`src/rtl/uart_pkg.sv`:
```
// Shared UART definitions: frame geometry, receiver FSM encoding and baud divider helper.
package uart_pkg;

   localparam int DATA_BITS  = 8;
   localparam int OVERSAMPLE = 16;

   typedef enum logic [2:0] {
      ST_IDLE,
      ST_START,
      ST_DATA,
      ST_STOP,
      ST_WAIT_IDLE
   } uart_state_t;

   // Integer-truncated clocks per oversample tick.
   function automatic int baud_div(input int clk_freq, input int baudrate, input int oversample);
      return clk_freq / (oversample * baudrate);
   endfunction

endpackage

```
`src/rtl/uart_baud_tick.sv`:
```
// Oversample tick generator: one-cycle pulse every DIV clocks, restartable via clear.
module uart_baud_tick #(
   parameter int CLK_FREQ   = 25000000,
   parameter int BAUDRATE   = 9600,
   parameter int OVERSAMPLE = 16
) (
   input  logic clk,
   input  logic rst,
   input  logic clear,
   output logic tick
);

   localparam int DIV   = uart_pkg::baud_div(CLK_FREQ, BAUDRATE, OVERSAMPLE);
   localparam int CNT_W = (DIV > 1) ? $clog2(DIV) : 1;
   localparam logic [CNT_W-1:0] CNT_LAST = CNT_W'(DIV - 1);

   logic [CNT_W-1:0] cnt;

   always_ff @(posedge clk) begin
      if (rst || clear) begin
         cnt <= '0;
      end else if (cnt == CNT_LAST) begin
         cnt <= '0;
      end else begin
         cnt <= cnt + 1'b1;
      end
   end

   assign tick = (cnt == CNT_LAST) && !clear;

endmodule

```
`src/rtl/uart_rx_8n1.sv`:
```
// 8N1 UART receiver: 16x oversampled, mid-bit sampling, single-entry holding register.
module uart_rx_8n1
   import uart_pkg::*;
#(
   parameter int CLK_FREQ = 25000000,
   parameter int BAUDRATE = 9600
) (
   input  logic       clk,
   input  logic       rst,
   input  logic       RX,
   output logic [7:0] rx_data,
   output logic       rx_valid,
   input  logic       rx_ready,
   output logic       rx_frame_err,
   output logic       rx_overrun,
   output logic       rx_busy
);

   localparam int TCNT_W = $clog2(OVERSAMPLE);
   localparam logic [TCNT_W-1:0] TICK_MID  = TCNT_W'(OVERSAMPLE / 2 - 1);
   localparam logic [TCNT_W-1:0] TICK_LAST = TCNT_W'(OVERSAMPLE - 1);
   localparam logic [2:0]        BIT_LAST  = 3'(DATA_BITS - 1);

   logic              rx_p0, rx_p1;
   uart_state_t       state, state_nxt;
   logic [TCNT_W-1:0] tick_cnt;
   logic [2:0]        bit_idx;
   logic [7:0]        shreg;
   logic              tick, clear;
   logic              mid_start, bit_end, data_sample;
   logic              byte_done, stop_err;

   // Stage p0/p1: two-flop synchronizer, idles high
   always_ff @(posedge clk) begin
      if (rst) begin
         rx_p0 <= 1'b1;
         rx_p1 <= 1'b1;
      end else begin
         rx_p0 <= RX;
         rx_p1 <= rx_p0;
      end
   end

   uart_baud_tick #(
      .CLK_FREQ  (CLK_FREQ),
      .BAUDRATE  (BAUDRATE),
      .OVERSAMPLE(OVERSAMPLE)
   ) u_baud_tick (
      .clk  (clk),
      .rst  (rst),
      .clear(clear),
      .tick (tick)
   );

   assign mid_start   = tick && (tick_cnt == TICK_MID);
   assign bit_end     = tick && (tick_cnt == TICK_LAST);
   assign data_sample = (state == ST_DATA) && bit_end;

   always_ff @(posedge clk) begin
      if (rst) begin
         state <= ST_IDLE;
      end else begin
         state <= state_nxt;
      end
   end

   always_comb begin
      state_nxt = state;
      clear     = 1'b0;
      byte_done = 1'b0;
      stop_err  = 1'b0;
      case (state)
         ST_IDLE: begin
            if (!rx_p1) begin
               state_nxt = ST_START;
               clear     = 1'b1;
            end
         end
         ST_START: begin
            if (mid_start) begin
               state_nxt = rx_p1 ? ST_IDLE : ST_DATA;
            end
         end
         ST_DATA: begin
            if (bit_end && (bit_idx == BIT_LAST)) begin
               state_nxt = ST_STOP;
            end
         end
         ST_STOP: begin
            if (bit_end) begin
               if (rx_p1) begin
                  byte_done = 1'b1;
                  state_nxt = ST_IDLE;
               end else begin
                  stop_err  = 1'b1;
                  state_nxt = ST_WAIT_IDLE;
               end
            end
         end
         ST_WAIT_IDLE: begin
            if (rx_p1) begin
               state_nxt = ST_IDLE;
            end
         end
         default: state_nxt = ST_IDLE;
      endcase
   end

   // Tick count realigns to mid-bit after the start check; later bits wrap every 16 ticks
   always_ff @(posedge clk) begin
      if (rst || (state == ST_IDLE)) begin
         tick_cnt <= '0;
      end else if (tick) begin
         if ((state == ST_START) && (tick_cnt == TICK_MID)) begin
            tick_cnt <= '0;
         end else begin
            tick_cnt <= tick_cnt + 1'b1;
         end
      end
   end

   always_ff @(posedge clk) begin
      if (rst || (state == ST_IDLE)) begin
         bit_idx <= '0;
      end else if (data_sample) begin
         bit_idx <= bit_idx + 1'b1;
      end
   end

   always_ff @(posedge clk) begin
      if (rst) begin
         shreg <= '0;
      end else if (data_sample) begin
         shreg <= {rx_p1, shreg[7:1]};
      end
   end

   // Holding register: a simultaneous accept lets a new byte replace the old one
   always_ff @(posedge clk) begin
      if (rst) begin
         rx_data      <= '0;
         rx_valid     <= 1'b0;
         rx_frame_err <= 1'b0;
         rx_overrun   <= 1'b0;
      end else begin
         rx_frame_err <= stop_err;
         rx_overrun   <= byte_done && rx_valid && !rx_ready;
         if (byte_done && (!rx_valid || rx_ready)) begin
            rx_data  <= shreg;
            rx_valid <= 1'b1;
         end else if (rx_valid && rx_ready) begin
            rx_valid <= 1'b0;
         end
      end
   end

   assign rx_busy = (state != ST_IDLE);

endmodule
```
`config.mk`:
```
export PLATFORM = sky130hd
export DESIGN_NAME = uart_rx_8n1
export DESIGN_NICKNAME = d
export VERILOG_FILES = /design/src/rtl/uart_pkg.sv /design/src/rtl/uart_baud_tick.sv /design/src/rtl/uart_rx_8n1.sv
export SDC_FILE = /design/constraint.sdc
export NUM_CORES = 1
export LEC_CHECK = 0
export BUFFER_PORTS_ARGS = -buffer_cell sky130_fd_sc_hd__clkbuf_2
export CELL_PAD_IN_SITES_DETAIL_PLACEMENT = 0
export CELL_PAD_IN_SITES_GLOBAL_PLACEMENT = 1
export CORE_MARGIN = 5
export CORE_UTILIZATION = 40
export CTS_CLUSTER_DIAMETER = 200
export DETAILED_ROUTE_END_ITERATION = 8
export MAX_ROUTING_LAYER = met4
export PLACE_DENSITY = 0.74
export REMOVE_ABC_BUFFERS = 1
export SLEW_MARGIN = 10
export SYNTH_ARGS = -nofsm -noshare
export SYNTH_HDL_FRONTEND = slang
export SYNTH_SLANG_ARGS = --single-unit
```
`constraint.sdc`:
```
create_clock -name clk -period 1.74 [get_ports clk]
set_input_delay 0.348 -clock clk [delete_from_list [all_inputs] [get_ports clk]]
set_output_delay 0.348 -clock clk [all_outputs]
set_load 0.1 [all_outputs]
```
==> results of run 1 <==
-- routing by layer --
metal	share of wire (%)	up-vias	wire [µm]	track usage, %
li1	-	650	-	-
met1	46	595	1410	14.7
met2	48	14	1470	20.8
met3	4.5	7	136	4.54
met4	1.2	0	36	2.91
met5	0	-	0	-
-- per-stage QoR --
step,std cells,TNS [ps],hold slack [ps],utilization (%)
after floorplan,169,-219,389,-
after global placement,243,0,393,46.9
after detailed placement,243,0,396,46.9
after CTS,251,0,247,49.6
after global routing,253,0,250,50.3
final,253,0,257,50.3
-- cell type report --
class / instances / area [µm²] / area share (%)
multi-input combinational: 128 / 896 / 43.9
sequential: 39 / 782 / 38.3
timing repair buffer: 26 / 191 / 9.39
clock buffer: 8 / 100 / 4.91
tap: 50 / 62.6 / 3.07
inverter: 2 / 7.51 / 0.368
-- synthesized netlist by cell type, drive strengths merged (2+ instances only) --
library cell	n
or2	2
ha	5
xor2	8
nor4b	2
or4	2
buf	2
mux2i	19
nand3	9
dfxtp	39
inv	2
and2	2
clkbuf	5
a21oi	3
and3	2
nor4	2
nand2b	19
nand4	3
nand2	8
nor3	2
nor2	28
-- repair_timing --
item,CTS,global route
pin swaps,0,1
setup buffers,0,2
resized for setup,2,4
endpoints found under the setup margin,1,17
-- state kept, by name (all words and copies together), names as in the netlist --
name	cells
rx_overrun	1
rx_p1	1
bit_idx	3
rx_frame_err	1
rx_valid	1
rx_p0	1
shreg	8
state	3
rx_data	8
tick_cnt	4
u_baud_tick.cnt	8
-- worst max-delay path, cell delays in order, from the launching register on --
cell and delay [ps]:
dfxtp_2 360, or3_1 410, clkbuf_8 230
-- kinds of logic after synthesis --
| kind of cell | after synthesis | synth area share [%] |
|---|---|---|
| xor gates and xnor gates | 9 | 4.63 |
| and+or+nand+nor | 86 | 29.0 |
| AOI/OAI and AO/OA | 9 | 3.53 |
| adders and majority gates | 5 | 3.67 |
| muxes | 19 | 11.2 |
| buffers and inverters | 9 | 2.13 |
| DFF | 39 | 45.8 |
-- power by group through the flow --
stage	combinational, mW	sequential, mW	clock, mW
2_1_floorplan	0.0398	0.931	0
3_3_place_gp	0.0737	0.929	0
3_5_place_dp	0.0749	0.929	0
4_1_cts	0.0773	0.908	0.671
5_1_grt	0.0871	0.910	0.707
6_report	0.0777	0.909	0.638
-- path summary, 6_finish.rpt --
check	endpoint	from	slack (ps)	depth (start not counted)
max	rx_busy	state[2]$_SDFFE_PP0P_	110	2
min	rx_p0$_SDFF_PP1_	RX	260	2
max reg2reg	tick_cnt[3]$_SDFFE_PP0P_	u_baud_tick.cnt[1]$_SDFF_PP0_	120	6
min reg2reg	rx_p1$_SDFF_PP1_	rx_p0$_SDFF_PP1_	410	1
==> flow_summary_export.csv, run 1 <==
group,metric,value,unit
drt,dr.pass1.iters,4,
placement,placed_cell_area,1900,µm²
drt,drc,0,
yosys,synth-seq-cells,39,
yosys,yosys_warnings,0,
yosys,synth_top_cell_area_share,45.8,%
sta,max_freq,613,MHz
clock_tree,clk_latency,280,ps
global_routing,grt_max_degree,23,
yosys,syn_avg_cell_area,9.68,µm²
critical_path,path_max_fanout,9,
clock_tree,numCtsBuffers,5,
outcome,outcome,"completed",
drt,drt-total-wl,3050,µm
min_path,hold_class,"in -> reg",
pwr,power_frac_seq,55.9,%
sta,slew_headroom,63.7,%
sta,finalCriticalPeriod,1630,ps
pwr,power.clock.fraction,39.3,%
clock_tree,cts-root-buf,"clkbuf_8",
sta,maxSlewViolCount,0,
placement,io_buffer_count,15,
drt,wl_per_cell,12.1,µm
clock_tree,htreeDepth,2,
yosys,synth_area,1700,µm²
yosys,synth_cell_types,34,
sta,layout_setup_ws,108,ps
critical_path,worstSetupPathType,"reg -> out",
global_routing,grt_usage,12.6,%
finish,drive_gt1_share,21.2,%
clock_tree,cts_tree,"yes",
sta,tightest_slew,547,ps
yosys,synth-main-ff-cell,"dfxtp_1",
sta,rsz0062_at_grt,"false",
finish,area_delta_synth_final,19.8,%
finish,mostFrequentLayoutCells,"dfxtp_1 (38), nor2_1 (28), nand2b_1 (19), mux2i_1 (19), clkbuf_2 (14)",
global_routing,grt_pass1_vias,1266,
pwr,pwr_density_cell,796,nW/µm²
global_routing,grt_pass1_wl,5380,µm
floorplan,io_pins,16,
yosys,synthArstFlopShare,0,%
clock_tree,numClockSinks,39,
sta,fin_skew,3.94,ps
global_routing,grt_overflow_total,0,
pwr,p_comb_share,4.8,%
floorplan,core,4060,µm²
pwr,irDropWorstVdd,467,µV
yosys,synth_cells,176,
global_routing,antenna_found_initial,0,
placement,place_ws,39.4,ps
critical_path,cp-end-kind,"output port",
pwr,power,1.62,mW
pwr,internal_power,1.30,mW
drt,vias,1266,
critical_path,startpoint_type,"flop",
flow_run,drv_cap,0,
placement,place.gp.congestion,0.781,
drt,drt_iter0_drc,30,
yosys,synth_edf_count,0,
sta,fin_crit_sh,93.8,%
finish,fillers,397,
drt,viasPerCell,5.00,
floorplan,start_util,42.0,%
floorplan,die_height,75.2,µm
critical_path,critical_path_arrival,1280,ps
yosys,ys_seq_area_share,45.8,%
clock_tree,clk_pin_slew,70,ps
yosys,yosysTopAreaCell,"dfxtp_1",
clock_tree,clockBufferDepth,2,
finish,diodes,0,
finish,fin_nets,211,
placement,hpwl,2330,µm
finish,stdcell_area,2040,µm²
pwr,p_leak,0.851,nW
pwr,power.switching,327,µW
floorplan,dieArea,5660,µm²
sta,setup_violations,0,
clock_tree,postCtsHoldBufs,0,
drt,ant_nets,0,
sta,hold_viol_final,0,
floorplan,die_w,75.2,µm
finish,layout_commonest_cell,"dfxtp_1",
yosys,ys_top_cells_by_area,"dfxtp_1 (46%), mux2i_1 (11%), nand2b_1 (7.0%)",
critical_path,critPathRequiredTime,1390,ps
pwr,sw_frac_of_total,20.1,%
floorplan,num_rows,23,
(Power assumes the default switching activity.)
==> inputs of run 2 (changes only) <==
- PLACE_DENSITY: 0.74 -> 0.71
==> run 2 against run 1 <==
Power is 6.5% higher. Die area stayed put. Critical path depth stayed put. Critical endpoint unchanged.
==> flow_summary_export.csv, run 2 (same netlist as run 1, synthesis figures left out) <==
group,metric,value,unit
sta,fin_skew,6.03,ps
floorplan,core,4060,µm²
floorplan,die_w,75.2,µm
critical_path,reg2reg_from,"u_baud_tick.cnt[1]$_SDFF_PP0_",
finish,biggestRegsByFlops,"rx_data x8, shreg x8, u_baud_tick.cnt x8",
clock_tree,postCtsSetupRepairBufs,0,
floorplan,num_rows,23,
finish,diodes,0,
global_routing,grt_pass1_vias,1259,
floorplan,dieArea,5660,µm²
clock_tree,clockBufferDepth,2,
finish,post-route-util,50.4,%
critical_path,critPathBufInv,1,
pwr,p_leak,0.851,nW
drt,wl_per_cell,12.3,µm
sta,max_freq,599,MHz
placement,io_buffer_count,15,
drt,viasPerCell,4.92,
finish,fin_cells,252,
drt,drc,0,
critical_path,critPathRequiredTime,1390,ps
clock_tree,numCtsBuffers,5,
drt,vias,1240,
sta,hold_viol_final,0,
sta,tns,0,ps
min_path,hold_class,"in -> reg",
critical_path,worstSetupPathType,"reg -> out",
critical_path,worstSetupPathDepth,2,
sta,slew_headroom,65.0,%
sta,setup_violations,0,
drt,top_layer,"met4",
pwr,pwr_density_cell,847,nW/µm²
finish,fin_nets,210,
finish,drive_gt1_share,21.3,%
placement,place_ws,-9.71,ps
critical_path,cpLargestDelayFamily,"simple AND/OR/NAND/NOR gates",
critical_path,startpoint_type,"flop",
floorplan,io_pins,16,
clock_tree,clk_pin_slew,80,ps
global_routing,grt_overflow_total,0,
drt,met2WireLength,1400,µm
critical_path,critical-path-slowest-cell,"or3_1",
outcome,outcome,"completed",
finish,layout_commonest_cell,"dfxtp_1",
flow_run,drv_cap,0,
sta,maxSlewViolCount,0,
clock_tree,cts-root-buf,"clkbuf_8",
critical_path,critical_path_arrival,1320,ps
pwr,irDropWorstVdd,578,µV
clock_tree,htreeDepth,2,
clock_tree,numClockSinks,39,
finish,mostFrequentLayoutCells,"dfxtp_1 (37), nor2_1 (28), nand2b_1 (19), mux2i_1 (19), clkbuf_2 (14)",
global_routing,grt_max_degree,19,
drt,wl_met1,1510,µm
min_path,min_path_cells,2,
global_routing,grt_pass1_wl,5490,µm
drt,ant_nets,0,
clock_tree,postCtsHoldBufs,0,
critical_path,cp-end-kind,"output port",
sta,finalCriticalPeriod,1670,ps
sta,rsz0062_at_grt,"true",
drt,drt-total-wl,3110,µm
drt,met3_length,158,µm
clock_tree,cts_tree,"yes",
sta,fin_crit_sh,95.9,%
critical_path,worstPathCellList,"or3_1, clkbuf_8",
global_routing,grt_usage,13.0,%
floorplan,die_height,75.2,µm
placement,hpwl,2280,µm
placement,place.gp.congestion,0.777,
critical_path,path_max_fanout,9,
drt,dr.pass1.iters,4,
global_routing,antenna_found_initial,0,
drt,drt_iter0_drc,61,
critical_path,r2r_cells,6,
sta,tightest_slew,518,ps
sta,layout_setup_ws,71.7,ps
min_path,hp-start,"RX",
floorplan,start_util,42.0,%
sta,timing.hold.ws,232,ps
critical_path,r2r_slack,100,ps
min_path,hold_end,"rx_p0$_SDFF_PP1_",
placement,dp.cells,244,
clock_tree,clk_latency,290,ps
critical_path,slowest_delay,420,ps
critical_path,reg2reg_to,"u_baud_tick.cnt[3]$_SDFF_PP0_",
finish,area_delta_synth_final,20.0,%
## run 2: repair_timing
action                                  in CTS  in global routing
endpoints found under the setup margin       6                  4
pin swaps                                    0                  1
gates resized for setup                      3                  3
## run 2: stage by stage
stage,instance area (µm²),power (mW)
after global routing,2040,1.81
after global placement,1910,1.00
after floorplan,1670,0.971
after detailed placement,1910,1.01
final,2040,1.73
after CTS,2040,1.75
## run 2: layout make-up
cell class,instances,area [µm²]
Fill cell,378,2010
Multi-Input combinational cell,128,893
Sequential cell,39,783
Timing Repair Buffer,25,184
Clock buffer,5,68.8
Tap cell,50,62.6
Clock inverter,3,43.8
Inverter,2,7.51
## run 2: per-layer routing
| metal | vias up | global-route usage (%) |
|---|---|---|
| li1 | 650 | - |
| met1 | 568 | 15.3 |
| met2 | 17 | 20.9 |
| met3 | 5 | 4.67 |
| met4 | 0 | 3.50 |
| met5 | - | - |
## run 2: worst max path at each step
stage	end	startpoint
floorplan	bit_idx[1]$_SDFFE_PP0P_	u_baud_tick.cnt[0]$_SDFF_PP0_
global placement	u_baud_tick.cnt[3]$_SDFF_PP0_	u_baud_tick.cnt[1]$_SDFF_PP0_
detailed placement	u_baud_tick.cnt[5]$_SDFF_PP0_	u_baud_tick.cnt[1]$_SDFF_PP0_
CTS	rx_busy	state[2]$_SDFFE_PP0P_
global route	tick_cnt[3]$_SDFFE_PP0P_	u_baud_tick.cnt[1]$_SDFF_PP0_
finish	rx_busy	state[2]$_SDFFE_PP0P_
## run 2: where the power goes
group	leakage (nW)	switching [mW]	internal, mW
clock	0.0581	0.315	0.427
combinational	0.477	0.0450	0.0359
sequential	0.316	0.00664	0.901
==> inputs of run 3 (changes only) <==
- RECOVER_POWER: unset -> 25
==> run 3 against run 2 <==
Clock power barely moved. Combinational power fell by 1%. Core utilization down 0.12 points. Fmax barely moved. Clock-buffer cell count did not move. Clock skew hardly changed. Sequential cell count unchanged. Wire length stayed put. Sequential power hardly changed. Critical path type unchanged. Critical path depth stayed put.
==> flow_summary_export.csv, run 3 (same netlist as run 1, synthesis figures left out) <==
group,metric,value,unit
clock_tree,cts-root-buf,"clkbuf_8",
critical_path,worstSetupPathType,"reg -> out",
placement,hpwl,2280,µm
critical_path,critical-path-slowest-cell,"or3_1",
pwr,p_leak,0.844,nW
sta,finalCriticalPeriod,1670,ps
finish,multi_input_comb_area,893,µm²
sta,slew_headroom,65.0,%
clock_tree,postCtsSetupRepairBufs,0,
finish,fillers,381,
critical_path,r2r_slack,100,ps
outcome,outcome,"completed",
sta,fin_crit_sh,95.9,%
finish,drive_gt1_share,20.3,%
critical_path,r2r_cells,6,
floorplan,die_w,75.2,µm
clock_tree,htreeDepth,2,
finish,mostFrequentLayoutCells,"dfxtp_1 (37), nor2_1 (28), nand2b_1 (19), mux2i_1 (19), clkbuf_2 (13)",
global_routing,antenna_found_initial,0,
finish,biggestRegsByFlops,"rx_data x8, shreg x8, u_baud_tick.cnt x8",
drt,wl_per_cell,12.3,µm
finish,layout_commonest_cell,"dfxtp_1",
drt,drt_iter0_drc,61,
clock_tree,cts_tree,"yes",
placement,place.gp.congestion,0.777,
global_routing,grt_usage,13.0,%
critical_path,critical_path_arrival,1320,ps
floorplan,die_height,75.2,µm
drt,dr.pass1.iters,4,
floorplan,num_rows,23,
critical_path,path_max_fanout,9,
clock_tree,clk_latency,290,ps
critical_path,critPathBufInv,1,
critical_path,cpLargestDelayFamily,"simple AND/OR/NAND/NOR gates",
pwr,pwr_density_cell,848,nW/µm²
floorplan,core,4060,µm²
global_routing,grt_overflow_total,0,
floorplan,dieArea,5660,µm²
flow_run,drv_cap,0,
critical_path,critPathRequiredTime,1390,ps
finish,area_delta_synth_final,19.7,%
sta,tns,0,ps
min_path,hold_class,"in -> reg",
critical_path,reg2reg_to,"u_baud_tick.cnt[3]$_SDFF_PP0_",
critical_path,endpoint,"rx_busy",
critical_path,slowest_delay,420,ps
critical_path,worstSetupStartpoint,"state[2]$_SDFFE_PP0P_",
finish,regArea,783,µm²
min_path,hp-start,"RX",
clock_tree,numClockSinks,39,
global_routing,grt_max_degree,19,
drt,drc,0,
critical_path,worstPathCellList,"or3_1, clkbuf_8",
global_routing,grt_pass1_wl,5490,µm
finish,diodes,0,
pwr,irDropWorstVdd,578,µV
sta,max_freq,599,MHz
clock_tree,clockBufferDepth,2,
drt,ant_nets,0,
sta,hold_viol_final,0,
placement,io_buffer_count,15,
critical_path,cp-end-kind,"output port",
drt,vias,1241,
critical_path,worstSetupPathDepth,2,
sta,rsz0062_at_grt,"true",
sta,setup_violations,0,
sta,fin_skew,6.04,ps
drt,viasPerCell,4.92,
critical_path,startpoint_type,"flop",
critical_path,reg2reg_from,"u_baud_tick.cnt[1]$_SDFF_PP0_",
floorplan,start_util,42.0,%
global_routing,grt_pass1_vias,1259,
clock_tree,numCtsBuffers,5,
sta,tightest_slew,518,ps
finish,post-route-util,50.2,%
finish,fin_nets,210,
drt,drt-total-wl,3110,µm
floorplan,io_pins,16,
sta,maxSlewViolCount,0,
clock_tree,clk_pin_slew,80,ps
## run 3: metrics by stage
stage	hold WS (ps)	setup WS [ps]	area (µm²)	instances	power, mW
CTS	225	16.7	2040	252	1.75
global placement	398	70.9	1910	244	1.00
floorplan	389	-25.4	1670	169	0.971
detailed placement	400	-9.71	1910	244	1.01
finish	232	71.8	2040	252	1.73
global route	223	-20.6	2040	252	1.81
## run 3: power breakdown
| group | internal [mW] | switching, mW | total, mW |
|---|---|---|---|
| Clock | 0.427 | 0.315 | 0.741 |
| Combinational | 0.0346 | 0.0451 | 0.0797 |
| Sequential | 0.901 | 0.00664 | 0.908 |
## run 3: how the worst min path moves through the flow
stage	end	slack (ps)	cells after the start
global placement	rx_p1$_SDFF_PP1_	400	1
global route	rx_p0$_SDFF_PP1_	220	2
CTS	rx_p0$_SDFF_PP1_	230	2
detailed placement	rx_p1$_SDFF_PP1_	400	1
finish	rx_p0$_SDFF_PP1_	230	2
floorplan	rx_p1$_SDFF_PP1_	390	1
## run 3: what timing repair did
action,in CTS,in global routing
pin swaps,0,1
endpoints found under the setup margin,6,4
hold buffers,0,0
gates resized for setup,3,3
## run 3: metal layers
| metal | routed length (µm) | GRT usage [%] | vias to the layer above |
|---|---|---|---|
| met4 | 40 | 3.50 | 0 |
| met5 | 0 | - | - |
| li1 | - | - | 650 |
| met2 | 1400 | 20.9 | 17 |
| met1 | 1510 | 15.3 | 569 |
| met3 | 159 | 4.67 | 5 |
## run 3: final cells by class
cell class / instances / share of cell area [%]
multi-input cells: 128 / 43.8
flip-flops and latches: 39 / 38.4
well taps: 50 / 3.07
inverters: 2 / 0.368
repair buffers: 25 / 8.78
clock inverters: 3 / 2.15
clock buffers: 5 / 3.38
## run 3: worst register-to-register path: cells and delay by family, from the launching register on
kind / cells / cell delay, ps
adders and majority gates: 1 / 160
buffers and inverters: 1 / 50
DFF: 1 / 340
and+or+nand+nor: 4 / 1030
